$ cat config.mk
export PLATFORM = sky130hd
export DESIGN_NAME = fetch_seq_ctrl
export DESIGN_NICKNAME = d
export VERILOG_FILES = /design/src/rtl/fetch_seq_ctrl.sv
export SDC_FILE = /design/constraint.sdc
export NUM_CORES = 1
export LEC_CHECK = 0
export CORE_MARGIN = 5
export CORE_UTILIZATION = 54
export CTS_CLUSTER_SIZE = 12
export DETAILED_ROUTE_END_ITERATION = 16
export GPL_TIMING_DRIVEN = 0
export PLACE_DENSITY = 0.88
export SYNTH_ARGS = -nofsm -noshare
export SYNTH_HDL_FRONTEND = slang
export SYNTH_SLANG_ARGS = --single-unit
$ cat constraint.sdc
create_clock -name clk -period 2.9 [get_ports clk]
set_input_delay 0.435 -clock clk [delete_from_list [all_inputs] [get_ports clk]]
set_output_delay 0.435 -clock clk [all_outputs]
set_load 0.02 [all_outputs]
$ cat src/rtl/fetch_seq_ctrl.sv
// Multi-cycle fetch/execute sequencer: drives PC and memory-address selects, IR/RF write
// enables, wait-state timeout, halt handling and the retired-instruction counter.
module fetch_seq_ctrl #(
    parameter int unsigned WAIT_MAX = 16,
    parameter int unsigned CNT_W    = 32
) (
    input  logic             clk,
    input  logic             rst,
    input  logic             mem_ready_i,
    input  logic             is_load_i,
    input  logic             is_store_i,
    input  logic             is_jump_i,
    input  logic             branch_taken_i,
    input  logic             replay_req_i,
    input  logic             halt_req_i,
    output logic [1:0]       pc_sel_o,
    output logic             mem_sel_o,
    output logic             ir_we_o,
    output logic             rf_we_o,
    output logic             busy_o,
    output logic             bus_err_o,
    output logic [CNT_W-1:0] instret_o
);

    localparam int unsigned WaitW = (WAIT_MAX > 1) ? $clog2(WAIT_MAX) : 1;
    localparam logic [WaitW-1:0] WaitLast = WaitW'(WAIT_MAX - 1);

    localparam logic [1:0] PcAlu  = 2'b00;
    localparam logic [1:0] PcInc  = 2'b01;
    localparam logic [1:0] PcDec  = 2'b10;
    localparam logic [1:0] PcHold = 2'b11;

    typedef enum logic [2:0] {
        StBoot,
        StFetch,
        StExec,
        StMem,
        StHalt
    } state_e;

    state_e           state_q, state_d;
    logic [WaitW-1:0] wait_cnt_q, wait_cnt_d;
    logic             ld_pend_q, ld_pend_d;
    logic             bus_err_q, bus_err_d;
    logic [CNT_W-1:0] instret_q, instret_d;

    always_ff @(posedge clk) begin
        if (rst) begin
            state_q    <= StBoot;
            wait_cnt_q <= '0;
            ld_pend_q  <= 1'b0;
            bus_err_q  <= 1'b0;
            instret_q  <= '0;
        end else begin
            state_q    <= state_d;
            wait_cnt_q <= wait_cnt_d;
            ld_pend_q  <= ld_pend_d;
            bus_err_q  <= bus_err_d;
            instret_q  <= instret_d;
        end
    end

    always_comb begin
        state_d    = state_q;
        wait_cnt_d = wait_cnt_q;
        ld_pend_d  = ld_pend_q;
        bus_err_d  = bus_err_q;
        instret_d  = instret_q;
        pc_sel_o   = PcHold;
        mem_sel_o  = 1'b0;
        ir_we_o    = 1'b0;
        rf_we_o    = 1'b0;
        busy_o     = 1'b1;

        unique case (state_q)
            StBoot: state_d = StFetch;

            StFetch: begin
                if (halt_req_i) begin
                    state_d = StHalt;
                end else if (mem_ready_i) begin
                    pc_sel_o   = PcInc;
                    ir_we_o    = 1'b1;
                    wait_cnt_d = '0;
                    state_d    = StExec;
                end else if (wait_cnt_q == WaitLast) begin
                    // Counter stays at its last value once the timeout fires.
                    bus_err_d = 1'b1;
                    state_d   = StHalt;
                end else begin
                    wait_cnt_d = wait_cnt_q + 1'b1;
                end
            end

            StExec: begin
                if (replay_req_i) begin
                    pc_sel_o = PcDec;
                    state_d  = StFetch;
                end else if (is_jump_i || branch_taken_i) begin
                    pc_sel_o  = PcAlu;
                    rf_we_o   = is_jump_i;
                    instret_d = instret_q + 1'b1;
                    state_d   = StFetch;
                end else if (is_load_i || is_store_i) begin
                    mem_sel_o  = 1'b1;
                    ld_pend_d  = is_load_i;
                    wait_cnt_d = '0;
                    state_d    = StMem;
                end else begin
                    rf_we_o   = 1'b1;
                    instret_d = instret_q + 1'b1;
                    state_d   = StFetch;
                end
            end

            StMem: begin
                mem_sel_o = 1'b1;
                if (mem_ready_i) begin
                    rf_we_o    = ld_pend_q;
                    instret_d  = instret_q + 1'b1;
                    ld_pend_d  = 1'b0;
                    wait_cnt_d = '0;
                    state_d    = StFetch;
                end else if (wait_cnt_q == WaitLast) begin
                    bus_err_d = 1'b1;
                    state_d   = StHalt;
                end else begin
                    wait_cnt_d = wait_cnt_q + 1'b1;
                end
            end

            StHalt: begin
                busy_o = 1'b0;
                if (!bus_err_q && !halt_req_i) begin
                    state_d = StFetch;
                end
            end

            default: state_d = StBoot;
        endcase

        // Reset cycle: no writes, no PC movement, regardless of the current state.
        if (rst) begin
            pc_sel_o  = PcHold;
            mem_sel_o = 1'b0;
            ir_we_o   = 1'b0;
            rf_we_o   = 1'b0;
            busy_o    = 1'b1;
        end
    end

    assign bus_err_o = bus_err_q;
    assign instret_o = instret_q;

endmodule
-- Word level (Yosys, flattened, before mapping)
Cells that the tools add are included.
- output and inout bits: 39
- word-level logic and storage cells: 85
- flip-flop bits (word level): 41
- eq/ne operators: 12
- muxes and demuxes: 53
- reduce and logical (&&, ||, !) cells: 13
- add/subtract/negate cells: 2
- operators with widths (operator ; number):
    2-to-1 mux 32 bit ; 4
    one-hot mux 32 bit (2 select lines) ; 1
    adder 32 x 1 -> 32 bit, second input constant ; 1
    2-to-1 mux 4 bit ; 6
    2-to-1 mux 1 bit ; 22
    2-to-1 mux 2 bit ; 8
    2-to-1 mux 3 bit ; 5
    one-hot mux 3 bit (5 select lines) ; 1
    != test 2 bit, second input constant ; 6
    one-hot mux 4 bit (3 select lines) ; 1
    AND reduction 5 bit ; 2
    one-hot mux 1 bit (2 select lines) ; 4
    equality test 3 x 2 -> 1 bit, second input constant ; 2
    adder 4 x 1 -> 4 bit, second input constant ; 1
    equality test 4 bit, second input constant ; 1
    one-hot mux 2 bit (2 select lines) ; 1
    AND reduction 4 bit ; 1
    nonzero test 2 bit ; 2
    equality test 3 x 1 -> 1 bit, second input constant ; 1
    equality test 3 bit, second input constant ; 1
    logical NOT 3 bit ; 1
    != test 3 bit, second input constant ; 1
    nonzero test 3 bit ; 1
    logical NOT 1 bit ; 2
    3 further kinds ; 4

-- Logic depth before layout (Yosys ltp)
- word-level depth: 6
- gate-level depth with buffers: 8
- gate-level depth less buffers: 6

-- Least setup slack after synthesis
OpenSTA, ideal clock, no wires.
- kind: flip-flop to flip-flop
- from: reg instret_q[3], in the netlist instret_o[3]
- to: reg instret_q[27], in the netlist instret_o[27]
- stages on the path, launching flop included: 6
- path slack: 1.027 ns
- data required time: 2.830 ns
- setup time: 0.070 ns
- arrival: 1.803 ns
- path through: dfxtp_1 -> nand4_2 -> or4_4 -> nor4b_4 -> nand4bb_1 -> a21oi_1
- word-level cells in the longest chain between the ends: 5
- elaborated cells between the ends (all ways): 6
- classes of those cells: 1 x add/sub; 5 x mux
- ends and longest elaborated chain (item ; line ; text):
    start, declared ; 45 ; logic [CNT_W-1:0] instret_q, instret_d;
    start signal, assigned ; 59 ; instret_q <= instret_d;
    adder 32 x 1 -> 32 bit * ; 102, 111, 120 ;
    2-to-1 mux 32 bit ; 104 ; end else if (is_load_i || is_store_i) begin
    2-to-1 mux 32 bit ; 99 ; end else if (is_jump_i || branch_taken_i) begin
    2-to-1 mux 32 bit ; 96 ; if (replay_req_i) begin
    one-hot mux 32 bit (2 select lines) * ; 75 ; unique case (state_q)
Mark *: on every way between the ends. The rest lies on a longest branch, timed or not. The select of a mux whose other input is x is not followed.
A chain may end at the register's enable or synchronous reset.

-- Worst setup path in the final report
- from: in branch_taken_i
- to: out mem_sel_o
- word-level cells in the longest chain between the ends: 5
- ends and longest elaborated chain (item ; line ; text):
    start, declared ; 13 ; input logic branch_taken_i,
    logical OR 1 bit ; 99 ;
    2-to-1 mux 1 bit ; 99 ;
    2-to-1 mux 1 bit ; 96 ;
    one-hot mux 1 bit (2 select lines) ; 75 ;
    2-to-1 mux 1 bit ; 143 ; if (rst) begin
    end, declared ; 17 ; output logic mem_sel_o,
Every way passes these cells.

==> metrics <==
I/O pins=48; ys async rst share=0%; root buf cell=clkbuf_8; TritonCTS buffer count=5; most frequent cells in the layout=46 x clkdlybuf4s50_1, 41 x dfxtp_1, 36 x nor2_1; Yosys reg bits=41; Worst EP required=2470 ps; CTS hold repair buffers=0; Congestion Overflow GR=0; Post-Syn Instances=272; clk buf depth=2; Pwr per Cell Area=377 nW/um2; max-slew violations=0; peak supply drop=0.000275 V; Tot Pwr=1.05 mW; critical path type=primary input to output pin; Antenna Nets Post-Route=0; worst slew pin tran=798 ps; Antenna diodes=0; CTS tree=yes; Synth cell types=46; outcome=complete, no violations; critical path launch point type=primary input; Worst Path Max Fanout=7; Pre-Repair DR Iteration Count=4; hpwl dp=4030 um; Clk pin slew, worst setup/hold paths=80 ps; Filler cells=321; met3 Usage GRT=5.20%; Starting Density=55.0%; nets@finish=336; period utilisation layout=97.6%; Clock Sink Count=41; area of the multi-input gates=1270 um2; largest net degree at the start of global routing=13; CP Capture Type=output pin; post_cts resized=0; pre-CTS setup slack=102 ps; Min Hold Slack=490 ps; Chip Width=73.6 um; Synth Cell Area=2190 um2; sequential group share of total power=54.5%; R2R setup slack=770 ps; Primary FF master, synth=dfxtp_1; number of synthesized flops with an enable pin=0; vias=2234; DP Cell Count=368; min-delay worst type=register to register; Combinational Power Share=10.5%; Final Critical Period=2830 ps; RSZ-0062 raised after global routing=false; global-route usage over all layers=21.1%; initial antenna violation count=0; post-synthesis sequential area ratio=37.6%; leakage=0.865 nW; Yosys Warn Count=0; final hold violations=0; max-cap check violation count=0; Setup Skew=2.12 ps; Storage cell area=821 um2; starting DRC count in detailed routing=134; die area=5420 um2; final setup fails=0; Switching Share=26.1%; Max-slew headroom=46.3%; non-filler instance count after layout=376; switching pwr=0.274 mW; setup TNS=0 ps; first-pass GRT wire length=9090 um; vias in the first global route=2091; Post-Syn Nets=283; site row count=23; Worst-Skew Late Latency=300 ps; Post CTS Setup Buffer Count=0; DRC viols=0; DR vias/cell=5.94; layout cell share with drive strength beyond 1=7.36%; I/O Buffers=46; H-tree levels=2; gpl congestion=0.828; chip height=73.6 um; Final WS setup=70.6 ps; Layout area overhead=27.7%; syn avg cell area=8.04 um2; Max Clk Rate=353 MHz; met1 GRT Util=25.9%; DR WL/cell=14.9 um; met2 Usage GRT=35.3%; routed wire length=5600 um; busiest grt layer=met2; Arr. time, crit path=2390 ps; Placeable Area=3970 um2; leading cell type in the layout, fill and taps excluded=clkdlybuf4s50_1; Clock power frac=35.0%; internal power=0.777 mW
## power by group through the flow
stage	logic, mW	clock network [mW]	registers, mW
2_1_floorplan	0.0688	0	0.586
3_3_place_gp	0.107	0	0.586
3_5_place_dp	0.108	0	0.587
4_1_cts	0.109	0.376	0.573
5_1_grt	0.118	0.396	0.574
6_report	0.110	0.368	0.573
## worst max-delay path, stage by stage
cell and delay, ps:
clkdlybuf4s50_1 530, nor4_2 540, nor2_1 80, nor3_1 170
clkdlybuf4s50_1 640
## cells by family (layout without fill, tap and decap cells)
family | count (synthesis) | count (layout) | share of synthesized area (%)
simple gates | 131 | 131 | 34.1
xor+xnor | 17 | 17 | 6.81
compound gates | 58 | 58 | 16.0
flops | 41 | 41 | 37.6
buf+inv | 23 | 77 | 4.35
fa+ha+maj | 2 | 2 | 1.14
## synth_stat cells, drive strengths merged, types with 2 or more instances
library cell  instances  share of area (%)
a21oi                22                5.0
a31oi                 3               0.86
and2                  2               0.57
and4                  2               0.80
buf                   7                1.6
clkbuf                7                1.2
dfxtp                41                 38
ha                    2                1.1
inv                   9                1.5
nand2                19                3.3
nand2b                3                1.2
nand3                 9                2.1
nand3b                3                1.0
nand4                12                3.7
nor2                 36                6.2
nor3                  6                1.4
nor4                 14                5.0
o211ai                2               0.92
o21ai                18                4.1
o21bai                2               0.69
o31ai                 4                1.6
o41ai                 2               0.80
or3                  15                4.3
or4                   2               0.86
xnor2                12                4.8
xor2                  5                2.0
## per-layer routing
metal	vias up	routed length, um
met1	1049	2450
li1	1091	-
met5	-	0
met2	81	2690
met3	13	357
met4	0	108
## cell type report
class	instances	area share, %
plain buffers	14	2.20
clock buffers	6	2.60
clock inverters	2	0.359
inverters	9	1.21
multi-input cells	208	45.5
flip-flops and latches	41	29.4
well taps	50	2.24
repair buffers	46	16.5
## stage by stage
stage	cell area, um2	utilization, %
global route	2790	70.3
detailed placement	2710	68.2
CTS	2790	70.3
finish	2790	70.3
global placement	2710	68.2
floorplan	2190	-
## final timing paths
path,startpoint,end,depth (start not counted)
setup / recovery,branch_taken_i,mem_sel_o,5
hold / removal,instret_o[31],instret_o[31],2
setup reg to reg,instret_o[0],instret_o[22],7
hold reg to reg,instret_o[31],instret_o[31],2
## registers in the layout (all words and copies together), names as in the netlist
signal      count
wait_cnt_q      4
instret_o      32
state_q         3
bus_err_o       1
ld_pend_q       1
Note: power is estimated with default switching activity, not from simulation.
